`config.mk`:
```
export PLATFORM = sky130hd
export DESIGN_NAME = spi_peripheral
export DESIGN_NICKNAME = d
export VERILOG_FILES = /design/src/rtl/spi_pkg.sv /design/src/rtl/spi_sync2.sv /design/src/rtl/spi_peripheral.sv
export SDC_FILE = /design/constraint.sdc
export NUM_CORES = 1
export LEC_CHECK = 0
export BUFFER_PORTS_ARGS = -buffer_cell sky130_fd_sc_hd__buf_2
export CORE_MARGIN = 4
export CORE_UTILIZATION = 50
export CTS_CLUSTER_SIZE = 14
export DETAILED_ROUTE_END_ITERATION = 16
export MAX_ROUTING_LAYER = met4
export PLACE_DENSITY = 0.74
export SETUP_SLACK_MARGIN = 0.15
export SLEW_MARGIN = 10
export SYNTH_ARGS = -nofsm -noshare
export SYNTH_HDL_FRONTEND = slang
export SYNTH_SLANG_ARGS = --single-unit
```
`constraint.sdc`:
```
create_clock -name clk -period 1.7 [get_ports clk]
set_clock_uncertainty 0.05 [all_clocks]
set_input_delay 0.17 -clock clk [delete_from_list [all_inputs] [get_ports clk]]
set_output_delay 0.17 -clock clk [all_outputs]
set_load 0.1 [all_outputs]
```
`src/rtl/spi_pkg.sv`:
```
// Shared types and SPI mode decode helpers for the SPI peripheral.
// Mode encoding: bit1 = CPOL (idle SCK level), bit0 = CPHA.
package spi_pkg;

  typedef enum logic [0:0] {
    ST_IDLE  = 1'b0,
    ST_SHIFT = 1'b1
  } spi_state_e;

  function automatic logic spi_cpol(input int mode);
    return mode[1];
  endfunction

  function automatic logic spi_cpha(input int mode);
    return mode[0];
  endfunction

  // Modes 0 and 3 sample on the rising edge, modes 1 and 2 on the falling edge.
  function automatic logic spi_sample_on_rise(input int mode);
    return ~(spi_cpol(mode) ^ spi_cpha(mode));
  endfunction

endpackage

```
`src/rtl/spi_sync2.sv`:
```
// Two-flop synchronizer bringing an asynchronous SPI pin into the clk domain.
// RESET_VAL presets both stages to the pin's idle level so reset creates no false edge.
module spi_sync2 #(
  parameter logic RESET_VAL = 1'b0
) (
  input  logic clk,
  input  logic rst,
  input  logic i_async,
  output logic o_sync
);

  logic meta_q, meta_d;
  logic sync_q, sync_d;

  // Next-state for the two synchronizer stages.
  always_comb begin
    meta_d = i_async;
    sync_d = meta_q;
  end

  // Synchronizer stage registers.
  always_ff @(posedge clk or posedge rst) begin
    if (rst) begin
      meta_q <= RESET_VAL;
      sync_q <= RESET_VAL;
    end else begin
      meta_q <= meta_d;
      sync_q <= sync_d;
    end
  end

  assign o_sync = sync_q;

endmodule

```
`src/rtl/spi_peripheral.sv`:
```
// SPI peripheral (slave) running entirely in the clk domain, MSB first, modes 0-3.
// Define SPI_PERIPH_RX_COUNT_EN to enable the per-frame received-byte counter.
module spi_peripheral
  import spi_pkg::*;
#(
  parameter int SPI_MODE         = 3,
  parameter int MAX_BYTES_PER_CS = 2
) (
  input  logic                                  rst,
  input  logic                                  clk,
  input  logic                                  SCK,
  input  logic                                  CS_L,
  input  logic                                  MOSI,
  output logic                                  MISO,
  output logic                                  MISO_OE,
  output logic                                  o_RX_DV,
  output logic [7:0]                            o_RX_Byte,
  output logic [$clog2(MAX_BYTES_PER_CS+1)-1:0] o_RX_Count,
  input  logic [7:0]                            i_TX_Byte,
  input  logic                                  i_TX_DV,
  output logic                                  o_TX_Ready
);

  localparam int   CNT_W       = $clog2(MAX_BYTES_PER_CS + 1);
  localparam logic CPOL        = spi_cpol(SPI_MODE);
  localparam logic CPHA        = spi_cpha(SPI_MODE);
  localparam logic SAMPLE_RISE = spi_sample_on_rise(SPI_MODE);

  logic       sck_s, cs_l_s, mosi_s;
  spi_state_e state_q, state_d;
  logic       sck_d1_q, sck_d1_d, sck_d2_q, sck_d2_d, mosi_d1_q, mosi_d1_d;
  logic [2:0] bit_cnt_q, bit_cnt_d;
  logic [7:0] rx_shift_q, rx_shift_d, rx_byte_q, rx_byte_d;
  logic [7:0] tx_shift_q, tx_shift_d, hold_q, hold_d;
  logic       rx_dv_q, rx_dv_d, miso_q, miso_d, miso_oe_q, miso_oe_d, tx_ready_q, tx_ready_d;
  logic       sample_edge_s, shift_edge_s, byte_start_s, byte_done_s, tx_load_s;
  logic [7:0] next_byte_s;

  spi_sync2 #(.RESET_VAL(CPOL)) u_sync_sck  (.clk(clk), .rst(rst), .i_async(SCK),  .o_sync(sck_s));
  spi_sync2 #(.RESET_VAL(1'b1)) u_sync_cs   (.clk(clk), .rst(rst), .i_async(CS_L), .o_sync(cs_l_s));
  spi_sync2 #(.RESET_VAL(1'b0)) u_sync_mosi (.clk(clk), .rst(rst), .i_async(MOSI), .o_sync(mosi_s));

  // Edge detection, byte boundaries and the byte chosen for the next transmission.
  always_comb begin
    if (SAMPLE_RISE) begin
      sample_edge_s = sck_d1_q & ~sck_d2_q;
      shift_edge_s  = ~sck_d1_q & sck_d2_q;
    end else begin
      sample_edge_s = ~sck_d1_q & sck_d2_q;
      shift_edge_s  = sck_d1_q & ~sck_d2_q;
    end
    tx_load_s = i_TX_DV & tx_ready_q;
    // A load arriving on the byte-start cycle wins over the (empty) holding register.
    if (tx_load_s) begin
      next_byte_s = i_TX_Byte;
    end else if (!tx_ready_q) begin
      next_byte_s = hold_q;
    end else begin
      next_byte_s = 8'hFF;
    end
    if (state_q == ST_IDLE) begin
      byte_start_s = ~cs_l_s & ~CPHA;
    end else begin
      byte_start_s = ~cs_l_s & shift_edge_s & (bit_cnt_q == 3'd0);
    end
    byte_done_s = (state_q == ST_SHIFT) & ~cs_l_s & sample_edge_s & (bit_cnt_q == 3'd7);
  end

  // FSM next state and the RX/TX shift datapath.
  always_comb begin
    state_d    = state_q;
    bit_cnt_d  = bit_cnt_q;
    rx_shift_d = rx_shift_q;
    rx_byte_d  = rx_byte_q;
    rx_dv_d    = 1'b0;
    sck_d1_d   = sck_s;
    sck_d2_d   = sck_d1_q;
    mosi_d1_d  = mosi_s;
    miso_oe_d  = ~cs_l_s;
    if (byte_start_s) begin
      tx_shift_d = {next_byte_s[6:0], 1'b1};
      miso_d     = next_byte_s[7];
    end else begin
      tx_shift_d = tx_shift_q;
      miso_d     = miso_q;
    end
    case (state_q)
      ST_IDLE: begin
        bit_cnt_d  = 3'd0;
        rx_shift_d = 8'h00;
        if (!cs_l_s) begin
          state_d = ST_SHIFT;
        end else begin
          state_d = ST_IDLE;
        end
      end
      ST_SHIFT: begin
        if (cs_l_s) begin
          state_d    = ST_IDLE;
          bit_cnt_d  = 3'd0;
          rx_shift_d = 8'h00;
          miso_d     = 1'b1;
        end else if (sample_edge_s) begin
          rx_shift_d = {rx_shift_q[6:0], mosi_d1_q};
          bit_cnt_d  = bit_cnt_q + 3'd1;
          if (bit_cnt_q == 3'd7) begin
            rx_byte_d = {rx_shift_q[6:0], mosi_d1_q};
            rx_dv_d   = 1'b1;
          end else begin
            rx_byte_d = rx_byte_q;
          end
        end else if (shift_edge_s && (bit_cnt_q != 3'd0)) begin
          miso_d     = tx_shift_q[7];
          tx_shift_d = {tx_shift_q[6:0], 1'b1};
        end else begin
          state_d = ST_SHIFT;
        end
      end
      default: begin
        state_d = ST_IDLE;
      end
    endcase
  end

  // TX holding register: emptied at every byte start, filled by an accepted load.
  always_comb begin
    hold_d     = hold_q;
    tx_ready_d = tx_ready_q;
    if (byte_start_s) begin
      tx_ready_d = 1'b1;
    end else if (tx_load_s) begin
      hold_d     = i_TX_Byte;
      tx_ready_d = 1'b0;
    end else begin
      tx_ready_d = tx_ready_q;
    end
  end

  // Main state registers.
  always_ff @(posedge clk or posedge rst) begin
    if (rst) begin
      state_q    <= ST_IDLE;
      sck_d1_q   <= CPOL;
      sck_d2_q   <= CPOL;
      mosi_d1_q  <= 1'b0;
      bit_cnt_q  <= 3'd0;
      rx_shift_q <= 8'h00;
      rx_byte_q  <= 8'h00;
      rx_dv_q    <= 1'b0;
      tx_shift_q <= 8'hFF;
      hold_q     <= 8'h00;
      miso_q     <= 1'b1;
      miso_oe_q  <= 1'b0;
      tx_ready_q <= 1'b1;
    end else begin
      state_q    <= state_d;
      sck_d1_q   <= sck_d1_d;
      sck_d2_q   <= sck_d2_d;
      mosi_d1_q  <= mosi_d1_d;
      bit_cnt_q  <= bit_cnt_d;
      rx_shift_q <= rx_shift_d;
      rx_byte_q  <= rx_byte_d;
      rx_dv_q    <= rx_dv_d;
      tx_shift_q <= tx_shift_d;
      hold_q     <= hold_d;
      miso_q     <= miso_d;
      miso_oe_q  <= miso_oe_d;
      tx_ready_q <= tx_ready_d;
    end
  end

`ifdef SPI_PERIPH_RX_COUNT_EN
  logic [CNT_W-1:0] rx_count_q, rx_count_d;

  // Per-frame received-byte counter, saturating and cleared outside a frame.
  always_comb begin
    if ((state_q == ST_IDLE) || cs_l_s) begin
      rx_count_d = {CNT_W{1'b0}};
    end else if (byte_done_s && (rx_count_q < CNT_W'(MAX_BYTES_PER_CS))) begin
      rx_count_d = rx_count_q + CNT_W'(1);
    end else begin
      rx_count_d = rx_count_q;
    end
  end

  // Counter register.
  always_ff @(posedge clk or posedge rst) begin
    if (rst) begin
      rx_count_q <= {CNT_W{1'b0}};
    end else begin
      rx_count_q <= rx_count_d;
    end
  end

  assign o_RX_Count = rx_count_q;
`else
  assign o_RX_Count = {CNT_W{1'b0}};
`endif

  assign MISO       = miso_q;
  assign MISO_OE    = miso_oe_q;
  assign o_RX_DV    = rx_dv_q;
  assign o_RX_Byte  = rx_byte_q;
  assign o_TX_Ready = tx_ready_q;

endmodule
```
==> results of run 1 <==
[metrics by stage]
stage                     cell area (sq um)  hold WS [ns]  total power (W)
after CTS                              2360        0.0200          0.00258
final                                  2390        0.0170          0.00257
after floorplan                        1950         0.124          0.00163
after global routing                   2390        0.0274          0.00270
after global placement                 2130         0.147          0.00170
after detailed placement               2130         0.164          0.00172
[sequential cells by signal, summed over array words and instances (netlist names), 3 cells and up]
register	flops
hold_q	8
o_RX_Byte	8
tx_shift_q	8
rx_shift_q	7
bit_cnt_q	3
[metal layers]
metal	GRT usage	part of all wire	vias to the layer above
met1	0.235	0.48	660
met5	-	0	-
met2	0.236	0.47	33
met3	0.0460	0.048	4
li1	-	-	619
met4	0.0532	0.0068	0
[cells in the final DEF (no fill, tap or decap), types with 2 or more instances in the layout]
cell,instances
sky130_fd_sc_hd__dfstp_2,15
sky130_fd_sc_hd__buf_4,11
sky130_fd_sc_hd__buf_2,23
sky130_fd_sc_hd__dfrtp_1,30
sky130_fd_sc_hd__nor2_1,8
sky130_fd_sc_hd__conb_1,2
sky130_fd_sc_hd__buf_12,2
sky130_fd_sc_hd__nand2b_1,3
sky130_fd_sc_hd__clkbuf_8,5
sky130_fd_sc_hd__inv_1,5
sky130_fd_sc_hd__nand2_1,20
sky130_fd_sc_hd__mux2_4,8
sky130_fd_sc_hd__mux2_2,8
sky130_fd_sc_hd__o221ai_1,8
sky130_fd_sc_hd__ha_1,2
sky130_fd_sc_hd__dlygate4sd3_1,4
sky130_fd_sc_hd__a21oi_1,23
[worst max-delay path: cells and delay by family, from the launching register on]
| family | cells | cell delay (ns) |
|---|---|---|
| AO/OA/AOI/OAI | 1 | 0.14 |
| buffers and inverters | 1 | 0.15 |
| flip-flops | 1 | 0.55 |
| multiplexers | 1 | 0.30 |
| AND/OR/NAND/NOR | 1 | 0.25 |
[path summary, 6_finish.rpt]
path | to | cells after the start
setup / recovery | hold_q[0] | 4
hold / removal | o_TX_Ready | 2
setup reg to reg | hold_q[0] | 4
hold reg to reg | mosi_d1_q | 0
max in group asynchronous | tx_shift_q[7] | 4
min in group asynchronous | mosi_d1_q | 3
[logic make-up (layout without fill, tap and decap cells)]
family                     after synthesis  in the layout  share of synthesized area
AOI/OAI and AO/OA                       35             35                      0.117
xor gates and xnor gates                 1              1                    0.00454
adders and majority gates                3              3                     0.0194
buffers and inverters                   16             55                     0.0441
DFF                                     47             47                      0.620
muxes                                   17             17                     0.0985
other                                    1              2                    0.00194
and+or+nand+nor                         38             38                     0.0953
[layout make-up]
cell class / count / area share
timing repair buffer: 41 / 0.119
clock inverter: 2 / 0.0157
sequential: 47 / 0.504
multi-input combinational: 96 / 0.296
inverter: 6 / 0.00943
clock buffer: 6 / 0.0304
tap: 48 / 0.0251
[timing repair]
| item | CTS | global route |
|---|---|---|
| endpoints found under the hold margin | 21 | 0 |
| hold buffers | 4 | 0 |
| gates resized for setup | 12 | 4 |
| setup buffers | 3 | 2 |
| gates cloned | 0 | 0 |
| pin swaps | 3 | 1 |
| setup endpoints to repair | 23 | 23 |
[power groups by stage]
stage,Clock (W),Sequential (W),Combinational [W]
final,0.000801,0.00137,0.000396
after global routing,0.000876,0.00139,0.000432
after CTS,0.000821,0.00137,0.000390
after detailed placement,0,0.00139,0.000334
after global placement,0,0.00138,0.000319
after floorplan,0,0.00140,0.000227
==> reports/summary.txt, run 1 <==
DRT
-------------------------------------------------------------------------------------
Total via count in the routed design                                            1,316
DRC viols                                                                           0
Initial DRT Pass Iterations                                                         4
Antenna-violating nets left                                                         0
Average detailed-routed wire length per instance                              15.0 um
Final Routed Wirelength                                                       3680 um
Avg Vias per Cell                                                                5.35
Count of routing violations after the opening detailed-route iteration            165

CRITICAL PATH
-------------------------------------------------------------------------------------
CP Launch Type                                                               register
Required time at the worst-slack endpoint                                     1.83 ns
CP max stage cell                                                        sky130_fd_sc_hd__dfstp_2
Largest stage delay on the critical path                                      0.55 ns
Data arrival time at the worst-slack endpoint                                 1.70 ns
Endpoint type of the worst setup path                                        register
Worst reg2reg startpoint                                                     sck_d1_q
Setup slack of the worst register-to-register path                            0.13 ns
Cell-by-cell trace of the critical path                                  and4bb_2 > a21oi_4 > buf_12 > mux2_4
Crit Path Max Fanout                                                                8
Beginning of the critical path                                               sck_d1_q
Setup CP Type                                                              reg -> reg

SYNTHESIS
-------------------------------------------------------------------------------------
Synth cell types                                                                   26
Cell area after synthesis                                                  1930 sq um
Seq cells post-synth                                                               47
Biggest area consumer among synthesized cells                            sky130_fd_sc_hd__dfrtp_1
Share of async-settable or async-resettable flops after synthesis                1.00
Share of the synthesized area in the top cell type                              0.402
Number of enable-type register cells in the synthesized netlist                     0
Dominant cells by area after synthesis                                   sky130_fd_sc_hd__dfrtp_1, sky130_fd_sc_hd__dfstp_2, sky130_fd_sc_hd__mux2_2
Most used flip-flop cell after synthesis                                 sky130_fd_sc_hd__dfrtp_1
Post-synthesis instance total                                                     158
Syn Area/Cell                                                              12.2 sq um
Sequential cell area fraction in the yosys report                               0.620
Count leader, synth                                                      sky130_fd_sc_hd__dfrtp_1
Leading cell types by count after synthesis                              sky130_fd_sc_hd__dfrtp_1, sky130_fd_sc_hd__a21oi_1, sky130_fd_sc_hd__nand2_1
Warnings from Yosys                                                                 0

FINAL LAYOUT
-------------------------------------------------------------------------------------
Layout overhead on the synthesized area                                         23.7%
Number of filler cells placed in the layout                                       284
Area of the multi-input gates                                               707 sq um
Number of standard cells in the layout, taps in and fillers out                   246
Number of diodes added for antenna fixing                                           0
Combined flip-flop and latch cell area                                     1200 sq um
Final #Nets                                                                       214
Layout cells sized above 1                                                      0.424
Final standard cell utilization of the core                                     0.648

CLOCK TREE
-------------------------------------------------------------------------------------
Maximum count of clock buffers along a single path                                  2
Clock-pin transition on the worst setup and hold timing paths                 0.08 ns
TritonCTS clock tree                                                              yes
Skew-Pair Late Insertion Delay                                                0.30 ns
Library cell used as clock root buffer                                   sky130_fd_sc_hd__clkbuf_8
Clock sink total                                                                   47
H-tree level count                                                                  2
Num CTS Buffers                                                                     5

STA
-------------------------------------------------------------------------------------
Period Utilization, post-route                                                  0.921
Minimum setup slack in the final design                                      0.134 ns
Min Tclk post-route                                                           1.57 ns
Final hold violations                                                               0
Worst slew pin tran                                                          0.687 ns
Count of final max-slew check failures                                              0
Max Clock Freq                                                              0.639 GHz
Finish-stage setup viols                                                            0
Post-Route Setup TNS                                                             0 ns
Normalized max-slew margin                                                      0.539
Setup repair after global routing missed its margin                              true

PWR
-------------------------------------------------------------------------------------
Switching component of the power                                           0.000649 W
Combinational cell fraction of total power                                      0.154
Max rail drop VDD                                                            0.678 mV
Clock power share                                                               0.312
Switching share of power                                                        0.253
Lkg Pwr                                                                       1.11 nW
Part of the power in registers                                                  0.534
Int Pwr                                                                     0.00192 W
Power density over cell area                                             1080 nW/um^2

GLOBAL ROUTING
-------------------------------------------------------------------------------------
Total global routing overflow                                                       0
Antenna violations before repair                                                    0
Wire length of the first global-routing pass                                  6350 um
Number of global-route vias before repair                                       1,330
Global routing usage summed across all routing layers                           0.167
Pin count of the biggest net entering global routing                               30

MIN PATH
-------------------------------------------------------------------------------------
Launch point of the worst hold path                                           i_TX_DV
Classification of the worst-slack hold path                                 in -> reg

DIE
-------------------------------------------------------------------------------------
Horizontal die dimension                                                      70.1 um
Initial standard-cell utilization of the core                                   0.523
Total Die Area                                                             4920 sq um
Area of the placeable core                                                 3690 sq um
Total number of placement rows                                                     22
Chip Height                                                                   70.1 um
Number of top-level design ports                                                   28

PLACE
-------------------------------------------------------------------------------------
DPL Wire Length                                                               2460 um
RD Place Congestion                                                             0.797
Number of instances in the placed design                                          229
Port buffer count                                                                  25
Post-place setup slack                                                      0.0452 ns

FLOW RUN
-------------------------------------------------------------------------------------
# Max-Cap Violations                                                                0

STATUS
-------------------------------------------------------------------------------------
Status                                                                   finished clean

Power figures use the tool's default switching activity.
==> run 2: changes to the inputs <==
--- a/config.mk
+++ b/config.mk
@@ -16,4 +16,5 @@
 export SLEW_MARGIN = 10
 export SYNTH_ARGS = -nofsm -noshare
 export SYNTH_HDL_FRONTEND = slang
+export SYNTH_HIERARCHICAL = 1
 export SYNTH_SLANG_ARGS = --single-unit
==> reports/summary.txt, run 2 <==
STATUS
-------------------------------------------------------------------------------------
Status                                                                   finished clean

CRITICAL PATH
-------------------------------------------------------------------------------------
Family of cells with the greatest summed delay on the critical path        flip-flops
Data arrival time at the worst-slack endpoint                                 1.79 ns   +0.09 ns
Required time at the worst-slack endpoint                                     1.84 ns   about the same
Largest stage delay on the critical path                                      0.71 ns   +0.16 ns
CP max stage cell                                                        sky130_fd_sc_hd__dfstp_4
CP Launch Type                                                               register
Endpoint type of the worst setup path                                        register
Setup CP Type                                                              reg -> reg
Crit Path Max Fanout                                                               12   +4
Cell-by-cell trace of the critical path                                  nand2_2 > nor2_8 > mux2_4
Worst Path Buf+Inv                                                                  0   -1

SYNTHESIS
-------------------------------------------------------------------------------------
Count leader, synth                                                      sky130_fd_sc_hd__dfrtp_1
Leading cell types by count after synthesis                              sky130_fd_sc_hd__dfrtp_1, sky130_fd_sc_hd__nand2_1, sky130_fd_sc_hd__dfstp_2
Number of enable-type register cells in the synthesized netlist                     0   unchanged
Most used flip-flop cell after synthesis                                 sky130_fd_sc_hd__dfrtp_1
Dominant cells by area after synthesis                                   sky130_fd_sc_hd__dfrtp_1, sky130_fd_sc_hd__dfstp_2, sky130_fd_sc_hd__mux2_4
Share of async-settable or async-resettable flops after synthesis                1.00   unchanged
Biggest area consumer among synthesized cells                            sky130_fd_sc_hd__dfrtp_1
Cell area after synthesis                                                  1960 sq um   +1.7%
Sequential cell area fraction in the yosys report                               0.609   -0.0103
Syn Area/Cell                                                              12.2 sq um   -0.21%
Warnings from Yosys                                                                 6   +6
Seq cells post-synth                                                               47   unchanged
Post-synthesis instance total                                                     161   +1.9%
Share of the synthesized area in the top cell type                              0.395   -0.00666
Synth cell types                                                                   32   +23%

DRT
-------------------------------------------------------------------------------------
DRC viols                                                                           0   unchanged
Total via count in the routed design                                            1,307   -0.68%
Average detailed-routed wire length per instance                              15.5 um   +3.8%
Final Routed Wirelength                                                       3870 um   +5.1%
Avg Vias per Cell                                                                5.25   -1.9%
Count of routing violations after the opening detailed-route iteration            127   -23%
Antenna-violating nets left                                                         0   unchanged
Initial DRT Pass Iterations                                                         4   unchanged

DIE
-------------------------------------------------------------------------------------
Total number of placement rows                                                     22   unchanged
Initial standard-cell utilization of the core                                   0.528   +0.00488
Number of top-level design ports                                                   28   unchanged
Horizontal die dimension                                                      70.7 um   +0.74%
Area of the placeable core                                                 3720 sq um   +0.75%
Chip Height                                                                   70.7 um   +0.74%
Total Die Area                                                             4990 sq um   +1.5%

STA
-------------------------------------------------------------------------------------
Final hold violations                                                               0   unchanged
Finish-stage setup viols                                                            0   unchanged
Setup repair after global routing missed its margin                              true
Max Clock Freq                                                              0.607 GHz   -4.9%
Period Utilization, post-route                                                  0.969   +0.0476
Normalized max-slew margin                                                      0.666   +0.127
Min Tclk post-route                                                           1.65 ns   +0.0810 ns
Count of final max-slew check failures                                              0   unchanged
Post-Route Setup TNS                                                             0 ns   unchanged
Worst slew pin tran                                                          0.501 ns   -0.186 ns

FINAL LAYOUT
-------------------------------------------------------------------------------------
Number of standard cells in the layout, taps in and fillers out                   249   +1.2%
Layout cells sized above 1                                                      0.433   +0.00859
Layout overhead on the synthesized area                                         23.8%   about the same
Number of diodes added for antenna fixing                                           0   unchanged
Commonest cells after routing, fill and taps aside                       sky130_fd_sc_hd__dfrtp_1, sky130_fd_sc_hd__nand2_1, sky130_fd_sc_hd__buf_2, sky130_fd_sc_hd__mux2_4, sky130_fd_sc_hd__dfstp_2
Most common cell after layout, fill and taps aside                       sky130_fd_sc_hd__dfrtp_1
Final #Nets                                                                       217   +1.4%

PLACE
-------------------------------------------------------------------------------------
Port buffer count                                                                  25   unchanged
RD Place Congestion                                                             0.753   -5.5%
DPL Wire Length                                                               2520 um   +2.4%
Number of instances in the placed design                                          231   +0.87%

GLOBAL ROUTING
-------------------------------------------------------------------------------------
Total global routing overflow                                                       0   unchanged
Pin count of the biggest net entering global routing                               42   +40%
Number of global-route vias before repair                                       1,307   -1.7%
Global routing usage summed across all routing layers                           0.161   -0.00606
Wire length of the first global-routing pass                                  6140 um   -3.3%
Antenna violations before repair                                                    0   unchanged

MIN PATH
-------------------------------------------------------------------------------------
Classification of the worst-slack hold path                                 in -> reg

CLOCK TREE
-------------------------------------------------------------------------------------
Clock-pin transition on the worst setup and hold timing paths                 0.09 ns   about the same
Num CTS Buffers                                                                     5   unchanged
Maximum count of clock buffers along a single path                                  2   unchanged
Library cell used as clock root buffer                                   sky130_fd_sc_hd__clkbuf_8
TritonCTS clock tree                                                              yes
Clock sink total                                                                   47   unchanged
Skew-Pair Late Insertion Delay                                                0.30 ns   about the same
H-tree level count                                                                  2   unchanged

FLOW RUN
-------------------------------------------------------------------------------------
# Max-Cap Violations                                                                0   unchanged

PWR
-------------------------------------------------------------------------------------
Max rail drop VDD                                                            0.623 mV   -8.0%
Power density over cell area                                              976 nW/um^2   -9.3%
Lkg Pwr                                                                       1.14 nW   +2.8%

## run 2: changes by cell type after synthesis, sizes merged, moves of 2 or more
cell	previous run	this run
a21oi	24	9
o21ai	0	2
nand2	21	29
o211ai	0	2
inv	6	9
o221ai	8	6
a31oi	0	7
buf	6	4
## run 2: kinds of logic (layout without fill, tap and decap cells)
kind of cell / count (synthesis) / after routing / share of synthesized area
muxes: 16 / 16 / 0.107
other: 1 / 2 / 0.00191
AOI/OAI and AO/OA: 28 / 28 / 0.0918
buffers and inverters: 17 / 56 / 0.0408
DFF: 47 / 47 / 0.609
and+or+nand+nor: 48 / 48 / 0.126
adders and majority gates: 3 / 3 / 0.0191
xor gates and xnor gates: 1 / 1 / 0.00446
## run 2: routing by layer
| metal | vias to the layer above | GRT usage | routed length [um] |
|---|---|---|---|
| met5 | - | - | 0 |
| met4 | 0 | 0.0564 | 36 |
| met3 | 2 | 0.0440 | 193 |
| met2 | 36 | 0.254 | 1940 |
| met1 | 649 | 0.202 | 1700 |
| li1 | 620 | - | - |
## run 2: final timing paths
kind,start,endpoint,slack [ns],cells after the start
max in group asynchronous,rst,MISO_OE,0.69,4
setup reg to reg,o_TX_Ready,hold_q[2],0.05,3
hold / removal,i_TX_DV,o_TX_Ready,0.02,2
setup / recovery,o_TX_Ready,hold_q[2],0.05,3
min in group asynchronous,rst,u_sync_mosi/meta_q,0.24,3
hold reg to reg,u_sync_mosi/o_sync,mosi_d1_q,0.30,0
## run 2: cell type report
cell class | instances | area [sq um]
Fill cell | 277 | 1290
Sequential cell | 47 | 1200
Multi-Input combinational cell | 98 | 763
Timing Repair Buffer | 39 | 284
Clock buffer | 6 | 72.6
Tap cell | 48 | 60.1
Inverter | 9 | 33.8
Clock inverter | 2 | 12.5
## run 2: worst reg2reg max path: stages (launching register included)
cell	delay [ns]
sky130_fd_sc_hd__dfstp_4	0.71
sky130_fd_sc_hd__nand2_2	0.19
sky130_fd_sc_hd__nor2_8	0.27
sky130_fd_sc_hd__mux2_4	0.33
## run 2: power by group
| part | switching (W) | internal (W) |
|---|---|---|
| registers | 0.0000871 | 0.00130 |
| logic | 0.000175 | 0.000163 |
| clock network | 0.000359 | 0.000288 |
| total | 0.000621 | 0.00175 |
## run 2: timing repair
item | in CTS | in global routing
setup buffers | 2 | 3
gates resized for setup | 3 | 15
cloned | 0 | 1
endpoints found under the hold margin | 38 | 0
hold buffers | 4 | 0
pin swaps | 2 | 4
setup endpoints to repair | 24 | 24
## run 2: per-stage QoR
| step | util | instance area [sq um] | hold slack, ns | power [W] | worst slack [ns] |
|---|---|---|---|---|---|
| floorplan | - | 1990 | -0.139 | 0.00164 | -0.0798 |
| global placement | 0.583 | 2170 | 0.00265 | 0.00169 | 0.0818 |
| detailed placement | 0.583 | 2170 | 0.00690 | 0.00172 | 0.0187 |
| CTS | 0.625 | 2320 | 0.0195 | 0.00238 | 0.0629 |
| global route | 0.654 | 2430 | 0.0479 | 0.00250 | 0.00102 |
| finish | 0.654 | 2430 | 0.0237 | 0.00237 | 0.0531 |
